<file path="src/rtl/sent_pkg.sv">
// Shared constants and encodings for the SENT CRC engine.
package sent_pkg;

   localparam logic [3:0] CRC4_POLY = 4'hD;   // x^4+x^3+x^2+1, implicit x^4
   localparam logic [3:0] CRC4_SEED = 4'h5;
   localparam logic [5:0] CRC6_POLY = 6'h19;  // x^6+x^4+x^3+1, implicit x^6
   localparam logic [5:0] CRC6_SEED = 6'h15;

   typedef enum logic [1:0] {
      IDLE = 2'd0,
      CALC = 2'd1,
      AUG  = 2'd2,
      DONE = 2'd3
   } state_e;

   typedef enum logic {
      MODE_LEGACY      = 1'b0,
      MODE_RECOMMENDED = 1'b1
   } mode_e;

   typedef enum logic {
      TYPE_CRC4 = 1'b0,
      TYPE_CRC6 = 1'b1
   } type_e;

endpackage

</file>
<file path="src/rtl/sent_crc_step.sv">
// One combinational CRC update: folds UNIT_W data bits, MSB first, into the CRC.
module sent_crc_step #(
   parameter int unsigned       CRC_W  = 4,
   parameter int unsigned       UNIT_W = 4,
   parameter logic [CRC_W-1:0]  POLY   = '0
) (
   input  logic [CRC_W-1:0]  crc_i,
   input  logic [UNIT_W-1:0] unit_i,
   output logic [CRC_W-1:0]  crc_o
);

   logic [UNIT_W-1:0] unit_sh;

   always_comb begin
      crc_o   = crc_i;
      unit_sh = unit_i;
      for (int unsigned i = 0; i < UNIT_W; i++) begin
         if (crc_o[CRC_W-1] ^ unit_sh[UNIT_W-1]) begin
            crc_o = {crc_o[CRC_W-2:0], 1'b0} ^ POLY;
         end else begin
            crc_o = {crc_o[CRC_W-2:0], 1'b0};
         end
         unit_sh = unit_sh << 1;
      end
   end

endmodule

</file>
<file path="src/rtl/sent_crc_engine.sv">
// SENT CRC4/CRC6 engine with request/response handshakes.
// CRC6 support is compiled in only when SENT_CRC6_EN is defined.
module sent_crc_engine
   import sent_pkg::*;
#(
   parameter int unsigned MAX_NIBBLES = 8,
   parameter int unsigned LEN_W       = $clog2(MAX_NIBBLES + 1)
) (
   input  logic                     clk,
   input  logic                     rst,
   input  logic                     req_valid,
   output logic                     req_ready,
   input  logic                     req_mode,
   input  logic                     req_type,
   input  logic [LEN_W-1:0]         req_len,
   input  logic [4*MAX_NIBBLES-1:0] req_data,
   output logic                     rsp_valid,
   input  logic                     rsp_ready,
   output logic [5:0]               rsp_crc,
   output logic                     busy
);

   localparam int unsigned         DW   = 4 * MAX_NIBBLES;
   localparam int unsigned         SW   = DW + 2;  // two pad bits keep a 6-bit top slice legal
   localparam logic [DW-1:0]       ONES = '1;

   state_e            state_q;
   mode_e             mode_q;
   type_e             type_q;
   logic [LEN_W-1:0]  units_q;
   logic [SW-1:0]     data_q;
   logic [5:0]        crc_q;
   logic              req_ready_q, rsp_valid_q, busy_q;
   logic [5:0]        rsp_crc_q;

   mode_e             mode_in;
   type_e             type_in;
   logic [LEN_W-1:0]  len_c, units_in;
   logic [DW-1:0]     data_in;
   logic [5:0]        seed_in;
   logic [3:0]        unit4, crc4_nxt;
   logic [5:0]        crc_nxt;
   logic [SW-1:0]     data_sh;

   always_comb begin
      mode_in = mode_e'(req_mode);
`ifdef SENT_CRC6_EN
      type_in = type_e'(req_type);
`else
      type_in = TYPE_CRC4;
`endif
      len_c    = (req_len > LEN_W'(MAX_NIBBLES)) ? LEN_W'(MAX_NIBBLES) : req_len;
      units_in = len_c;
      if (type_in == TYPE_CRC6) begin
         units_in = LEN_W'((32'(len_c) * 32'd4 + 32'd5) / 32'd6);
      end
      // Nibbles past the length are zeroed so a partial CRC6 unit is zero-padded.
      data_in = req_data & ~(ONES >> (32'(len_c) * 32'd4));
      seed_in = (type_in == TYPE_CRC6) ? CRC6_SEED : {2'b00, CRC4_SEED};
      data_sh = (type_q == TYPE_CRC6) ? (data_q << 6) : (data_q << 4);
      unit4   = (state_q == AUG) ? 4'h0 : data_q[SW-1 -: 4];
   end

   sent_crc_step #(.CRC_W(4), .UNIT_W(4), .POLY(CRC4_POLY)) u_step4 (
      .crc_i  (crc_q[3:0]),
      .unit_i (unit4),
      .crc_o  (crc4_nxt)
   );

`ifdef SENT_CRC6_EN
   logic [5:0] unit6, crc6_nxt;

   always_comb unit6 = (state_q == AUG) ? 6'h00 : data_q[SW-1 -: 6];

   sent_crc_step #(.CRC_W(6), .UNIT_W(6), .POLY(CRC6_POLY)) u_step6 (
      .crc_i  (crc_q),
      .unit_i (unit6),
      .crc_o  (crc6_nxt)
   );

   always_comb crc_nxt = (type_q == TYPE_CRC6) ? crc6_nxt : {2'b00, crc4_nxt};
`else
   logic unused_crc6;

   always_comb crc_nxt = {2'b00, crc4_nxt};
   always_comb unused_crc6 = ^{req_type, crc_q[5:4]};
`endif

   always_ff @(posedge clk) begin
      if (rst) begin
         state_q     <= IDLE;
         mode_q      <= MODE_LEGACY;
         type_q      <= TYPE_CRC4;
         units_q     <= '0;
         data_q      <= '0;
         crc_q       <= '0;
         req_ready_q <= 1'b1;
         rsp_valid_q <= 1'b0;
         rsp_crc_q   <= '0;
         busy_q      <= 1'b0;
      end else begin
         unique case (state_q)
            IDLE: begin
               if (req_valid && req_ready_q) begin
                  mode_q      <= mode_in;
                  type_q      <= type_in;
                  units_q     <= units_in;
                  data_q      <= {data_in, 2'b00};
                  crc_q       <= seed_in;
                  req_ready_q <= 1'b0;
                  busy_q      <= 1'b1;
                  if (units_in != '0) begin
                     state_q <= CALC;
                  end else if (mode_in == MODE_RECOMMENDED) begin
                     state_q <= AUG;
                  end else begin
                     state_q     <= DONE;
                     rsp_valid_q <= 1'b1;
                     rsp_crc_q   <= seed_in;
                  end
               end
            end
            CALC: begin
               crc_q   <= crc_nxt;
               data_q  <= data_sh;
               units_q <= units_q - LEN_W'(1);
               if (units_q == LEN_W'(1)) begin
                  if (mode_q == MODE_RECOMMENDED) begin
                     state_q <= AUG;
                  end else begin
                     state_q     <= DONE;
                     rsp_valid_q <= 1'b1;
                     rsp_crc_q   <= crc_nxt;
                  end
               end
            end
            AUG: begin
               crc_q       <= crc_nxt;
               state_q     <= DONE;
               rsp_valid_q <= 1'b1;
               rsp_crc_q   <= crc_nxt;
            end
            DONE: begin
               if (rsp_ready) begin
                  state_q     <= IDLE;
                  rsp_valid_q <= 1'b0;
                  req_ready_q <= 1'b1;
                  busy_q      <= 1'b0;
               end
            end
            default: state_q <= IDLE;
         endcase
      end
   end

   assign req_ready = req_ready_q;
   assign rsp_valid = rsp_valid_q;
   assign rsp_crc   = rsp_crc_q;
   assign busy      = busy_q;

endmodule

</file>
<file path="config.mk">
export PLATFORM = sky130hd
export DESIGN_NAME = sent_crc_engine
export DESIGN_NICKNAME = d
export VERILOG_FILES = /design/src/rtl/sent_pkg.sv /design/src/rtl/sent_crc_step.sv /design/src/rtl/sent_crc_engine.sv
export SDC_FILE = /design/constraint.sdc
export NUM_CORES = 1
export LEC_CHECK = 0
export ABC_AREA = 1
export BUFFER_PORTS_ARGS = -buffer_cell sky130_fd_sc_hd__buf_2
export CAP_MARGIN = 20
export CORE_ASPECT_RATIO = 2
export CORE_MARGIN = 8
export CORE_UTILIZATION = 55
export CTS_CLUSTER_DIAMETER = 40
export DETAILED_ROUTE_END_ITERATION = 8
export PLACE_DENSITY = 0.91
export SLEW_MARGIN = 0
export SYNTH_ARGS = -nofsm -noshare
export SYNTH_HDL_FRONTEND = slang
export SYNTH_HIERARCHICAL = 1
export SYNTH_SLANG_ARGS = --single-unit
</file>
<file path="constraint.sdc">
create_clock -name clk -period 2.4 [get_ports clk]
set_input_delay 0.12 -clock clk [delete_from_list [all_inputs] [get_ports clk]]
set_output_delay 0.12 -clock clk [all_outputs]
set_load 0.05 [all_outputs]
</file>
==> results of run 1 <==
synth_stat cells, types with 2 or more instances:
cell type,number,area share
nand3_1,42,0.077
buf_6,4,0.017
buf_2,3,0.0055
nor2_1,32,0.044
o211ai_1,4,0.011
nand2_1,70,0.097
buf_4,5,0.014
buf_1,3,0.0041
o21ai_1,2,0.0037
inv_2,2,0.0028
clkbuf_1,6,0.0083
xnor2_1,2,0.0064
o21ai_0,43,0.079
inv_1,34,0.047
dfxtp_1,50,0.37
a22oi_1,4,0.011
nand2_2,10,0.023
a21oi_1,60,0.11
ha_1,7,0.032
nand3_2,3,0.011
power groups by stage:
stage	Sequential (mW)	Combinational [mW]	Clock, mW
global route	1.36	2.78	0.575
floorplan	1.43	1.86	0
CTS	1.32	2.44	0.546
global placement	1.32	2.28	0
detailed placement	1.34	2.43	0
finish	1.32	2.46	0.533
worst register-to-register path, delay by kind of cell (launching register included):
family / cells / cell delay (ns)
buffers and inverters: 5 / 1.04
DFF: 1 / 0.36
AOI/OAI and AO/OA: 2 / 0.25
adders and majority gates: 1 / 0.19
and+or+nand+nor: 1 / 0.14
cells in the final DEF, fill, tap and decap left out:
master,Yosys,routed
ha_1,7,7
inv_2,2,2
nor2_2,1,1
clkbuf_8,0,6
buf_4,5,4
o21ai_2,1,2
nand2_2,10,10
xor2_1,1,1
nor2_1,32,32
nand3_2,3,3
conb_1,1,2
a211oi_2,1,1
inv_6,0,1
o21ai_4,1,1
o21ai_1,2,1
or2_2,1,1
nand3_1,42,42
buf_2,3,47
clkbuf_1,6,1
nand2_1,70,70
buf_16,0,1
a22oi_1,4,4
a21oi_1,60,60
xnor2_1,2,2
o21ai_0,43,43
nor2_4,1,1
dfxtp_1,50,50
inv_1,34,34
o211ai_1,4,4
cell families (layout without fill, tap and decap cells):
family                     after synthesis  after routing  synth area share
other                                    1              2           0.00138
adders and majority gates                7              7            0.0322
buffers and inverters                   57             96            0.0981
and+or+nand+nor                        160            160             0.261
AOI/OAI and AO/OA                      116            116             0.229
xor gates and xnor gates                 3              3           0.00967
DFF                                     50             50             0.368
state kept, by name (all words and copies together) (netlist names):
signal     count
rsp_crc        4
units_q        4
crc_q          4
busy           1
data_q        32
rsp_valid      1
mode_q         1
state_q        2
req_ready      1
layer usage:
metal,global-route usage,vias to the layer above,routed length (microns)
li1,-,1376,-
met1,0.192,1285,2640
met2,0.339,87,3630
met3,0.0319,29,284
met4,0.141,0,331
met5,0,-,0
stage by stage:
stage                     hold WS (ns)  worst slack [ns]   util  cell area [sq um]  power (mW)
after floorplan                  0.280             0.625      -               2720        3.28
after global placement           0.394             0.294  0.608               2930        3.60
after detailed placement         0.400             0.368  0.614               2960        3.76
after CTS                       0.0675             0.362  0.633               3050        4.31
after global routing            0.0774             0.112  0.633               3050        4.72
final                           0.0697             0.335  0.633               3050        4.31
layout make-up:
cell class                 count  area (sq um)
clock buffer                   7          86.3
clock inverter                 1          8.76
fill                         422          1770
inverter                      36           135
multi-input combinational    288          1460
sequential                    50          1000
tap                           57          71.3
timing repair buffer          52           293
worst paths after layout:
check | end | start
setup / recovery | data_q[28] | state_q[1]
hold / removal | data_q[3] | req_data[1]
setup reg to reg | data_q[28] | state_q[1]
hold reg to reg | data_q[2] | data_q[2]
==> results.py, run 1 <==
metrics = {
    "status": {
        "outcome": "complete, no violations",
    },
    "floorplanning": {
        "start_util": 0.564,
        "io_pins": 51,
        "dieArea_sq_mm": 0.00758,
        "die_w_microns": 65.7,
        "die_h_microns": 115,
        "num_rows": 36,
        "fp.coreArea_sq_mm": 0.00482,
    },
    "critical_path": {
        "crit_top_cell": "inv_1",
        "start_kind": "flop",
        "cp.arrival_ns": 2.26,
        "cp_max_fo": 42,
        "regToRegSetupSlack_ns": 0.33,
        "path_cells": "inv_1 > ha_1 > buf_4 > inv_1 > o21ai_2 > buf_4 > nand3_1 > o211ai_1 > inv_1",
        "cp.buffers_inverters": 5,
        "r2r_cells": 9,
        "worstPathRequired_ns": 2.60,
        "crit_family": "buffers and inverters",
        "crit_cells": 9,
        "cp-end-kind": "flop",
        "critical_path_class": "flop to flop",
        "cpMaxStageDelayCell": "dfxtp_1",
        "max_stage_delay_ns": 0.36,
    },
    "min_path": {
        "hp-class": "primary input to flop",
        "hold_depth": 3,
    },
    "sta": {
        "drv_slew": 0,
        "finalCriticalPeriod_ns": 2.07,
        "finalHoldViolCount": 0,
        "worstMarginPinSlew_ns": 0.585,
        "rsz0062_at_grt": "false",
        "fmax_mhz": 484,
        "relSlewSlack": 0.606,
        "fin_setup_tns_ns": 0,
        "fin_crit_sh": 0.861,
        "skew_ns": 0.00893,
        "setup-violations-final": 0,
    },
    "detailed_routing": {
        "wirelength_microns": 6880,
        "dr.pass1.iters": 4,
        "vias_per_cell": 5.66,
        "wire_per_inst_microns": 14.0,
        "first_iter_violations": 108,
        "drtAntennaViolNets": 0,
        "vias": 2777,
        "drc": 0,
    },
    "synth": {
        "yosysSeqAreaShare": 0.368,
        "syn_area_sq_mm": 0.00272,
        "synth_top_flop_cell": "dfxtp_1",
        "ys_ff_latch": 50,
        "syn_area_per_cell_sq_um": 6.90,
        "synth_edf_count": 0,
        "ys_async_sr_fraction": 0,
        "synth_cell_type_count": 28,
        "synth_warnings": 6,
        "synthCells": 394,
    },
    "layout": {
        "diodes": 0,
        "fin_nets": 482,
        "stdcell_count": 491,
        "area_growth_pct": 12.3,
        "layout-drive-gt1-share": 0.187,
    },
    "cts": {
        "clk_latency_ns": 0.31,
        "clock_path_buffers": 2,
        "ctsResizeCount": 0,
        "path_clk_slew_ns": 0.09,
        "cts_hold_buf": 0,
        "cts_tree": "yes",
        "post_cts_buffers": 0,
        "htreeDepth": 2,
        "cts_buffers": 5,
        "clkSinkCount": 50,
        "clockRootBuffer": "clkbuf_8",
    },
    "grt": {
        "grt_overflow_total": 0,
        "track_usage": 0.192,
        "grt_pass1_vias": 2866,
        "antenna_found_initial": 0,
        "grt_pass1_wl_microns": 11800,
        "grt_start_max_net_pins": 43,
    },
    "power_and_ir_drop": {
        "sequentialPowerShare": 0.306,
        "p_switching_mw": 2.10,
        "power_density_mw_per_mm2": 1410,
        "pwr-share-comb": 0.570,
        "clock_power_share": 0.124,
        "internal-power_mw": 2.21,
        "switching_share": 0.488,
        "vdd_ir_drop_max_v": 0.000829,
        "power.leakage_nw": 1.41,
    },
    "place": {
        "port_buffers": 47,
        "placed_cells": 483,
        "globalplace.congestion": 0.914,
        "dp_hpwl_microns": 5040,
    },
    "run": {
        "cap_violations": 0,
    },
}
Note: power is estimated with default switching activity, not from simulation.
==> run 2, diff against run 1 <==
==> constraint.sdc (replaced) <==
create_clock -name clk -period 2.4 [get_ports clk]
set_input_delay 0.36 -clock clk [delete_from_list [all_inputs] [get_ports clk]]
set_output_delay 0.36 -clock clk [all_outputs]
set_load 0.05 [all_outputs]
==> results.py, run 2 (synthesized netlist as in run 1, its figures left out) <==
metrics = {
    "cts": {
        "clock_path_buffers": 2,
        "post_cts_buffers": 0,
        "clkSinkCount": 50,
        "cts_hold_buf": 0,
        "cts_buffers": 5,
        "cts_tree": "yes",
        "clockRootBuffer": "clkbuf_8",
        "path_clk_slew_ns": 0.10,
        "ctsResizeCount": 0,
        "clk_latency_ns": 0.32,
        "htreeDepth": 2,
    },
    "grt": {
        "grt_pass1_wl_microns": 11900,
        "track_usage": 0.196,
        "antenna_found_initial": 0,
        "grt_start_max_net_pins": 43,
        "grt_pass1_vias": 2717,
        "grt_overflow_total": 0,
    },
    "run": {
        "cap_violations": 0,
    },
    "place": {
        "dp_hpwl_microns": 5180,
        "placed_cell_area_sq_mm": 0.00295,
        "globalplace.congestion": 0.907,
        "port_buffers": 47,
    },
    "layout": {
        "final_cell_area_sq_mm": 0.00306,
        "final_common_cell": "nand2_1",
        "nFillCells": 445,
        "layout-drive-gt1-share": 0.189,
        "fin_nets": 482,
        "largest_register_ff_count": 32,
        "largest-register": "data_q",
        "area_growth_pct": 12.7,
        "diodes": 0,
        "layout_common_cells": "70 x nand2_1, 60 x a21oi_1, 50 x dfxtp_1",
    },
    "critical_path": {
        "cp.buffers_inverters": 3,
        "max_stage_delay_ns": 0.40,
        "path_cells": "inv_1 > ha_1 > nor2_1 > inv_2 > nand2_1 > nand2_2 > nand2_1 > nand2_2 > inv_1 > nand3_1 > nand3_1 > nand2_1 > nand2_1 > nand3_1 > nand2_1 > nor2_1",
        "cpMaxStageDelayCell": "dfxtp_1",
        "crit_family": "simple AND/OR/NAND/NOR gates",
        "cp-end-kind": "flop",
        "cp_max_fo": 5,
        "worstPathRequired_ns": 2.63,
        "start_kind": "flop",
        "critical_path_class": "flop to flop",
        "cp.arrival_ns": 2.30,
        "crit_top_cell": "nand2_1",
    },
    "power_and_ir_drop": {
        "power.leakage_nw": 1.41,
        "sequentialPowerShare": 0.302,
        "vdd_ir_drop_max_v": 0.000833,
        "clock_power_share": 0.143,
        "p_switching_mw": 2.15,
        "power_density_mw_per_mm2": 1440,
        "switching_share": 0.488,
        "pwr-share-comb": 0.555,
        "internal-power_mw": 2.26,
    },
    "detailed_routing": {
        "vias_per_cell": 5.58,
        "first_iter_violations": 149,
        "drtAntennaViolNets": 0,
        "dr.pass1.iters": 4,
        "wire_per_inst_microns": 14.4,
        "vias": 2739,
        "wirelength_microns": 7080,
        "drc": 0,
    },
    "sta": {
        "fin_crit_sh": 0.864,
        "skew_ns": 0.00617,
        "setup-violations-final": 0,
        "fin_setup_tns_ns": 0,
        "relSlewSlack": 0.552,
        "fmax_mhz": 482,
        "worstMarginPinSlew_ns": 0.671,
        "finalCriticalPeriod_ns": 2.07,
        "rsz0062_at_grt": "false",
        "drv_slew": 0,
        "finalHoldViolCount": 0,
    },
    "status": {
        "outcome": "complete, no violations",
    },
    "floorplanning": {
        "fp.coreArea_sq_mm": 0.00482,
        "start_util": 0.564,
        "die_h_microns": 115,
        "num_rows": 36,
        "dieArea_sq_mm": 0.00758,
        "die_w_microns": 65.7,
        "io_pins": 51,
    },
    "min_path": {
        "hp-class": "primary input to flop",
    },
}
[run 2: changes by cell type in the layout (fill, tap and decap cells not counted), sizes merged]
cell and change:
bufinv +1, clkbuf -2, inv +1
[run 2: path summary, 6_finish.rpt]
kind                 to         from  slack (ns)  cells past startpoint
min           data_q[3]  req_data[1]        0.29                      3
max reg2reg  rsp_crc[3]   state_q[0]        0.33                     16
max          rsp_crc[3]   state_q[0]        0.33                     16
min reg2reg   data_q[5]    data_q[5]        0.47                      2
[run 2: stage by stage]
step                      hold WS (ns)  cells  setup slack, ns   util  power [mW]
after floorplan                  0.444    395            0.625      -        3.28
after global placement           0.456    482            0.279  0.608        3.61
after detailed placement         0.461    483            0.372  0.611        3.75
after CTS                        0.293    491            0.348  0.635        4.38
after global routing             0.306    491            0.130  0.635        4.79
final                            0.292    491            0.326  0.635        4.41
[run 2: area by class of cell]
type,count,area (sq um),area share
Sequential cell,50,1000,0.327
Timing Repair Buffer,52,280,0.0915
Clock buffer,5,68.8,0.0225
Multi-Input combinational cell,288,1460,0.476
Inverter,36,135,0.0441
Clock inverter,3,47.5,0.0155
Tap cell,57,71.3,0.0233
[run 2: power groups by stage]
stage	clock, mW	sequential [mW]	combinational, mW
finish	0.631	1.33	2.45
global route	0.668	1.36	2.75
CTS	0.635	1.33	2.42
detailed placement	0	1.35	2.40
global placement	0	1.33	2.28
floorplan	0	1.43	1.86
[run 2: worst min-delay path: cells and delay by family]
kind | cells | cell delay (ns)
buffers and inverters | 1 | 0.09
AND/OR/NAND/NOR | 1 | 0.06
AO/OA/AOI/OAI | 1 | 0.05
[run 2: per-layer routing]
| layer | up-vias | GRT usage | routed length, microns |
|---|---|---|---|
| li1 | 1381 | - | - |
| met1 | 1241 | 0.212 | 2660 |
| met2 | 89 | 0.323 | 3740 |
| met3 | 28 | 0.0378 | 320 |
| met4 | 0 | 0.148 | 366 |
| met5 | - | 0 | 0 |
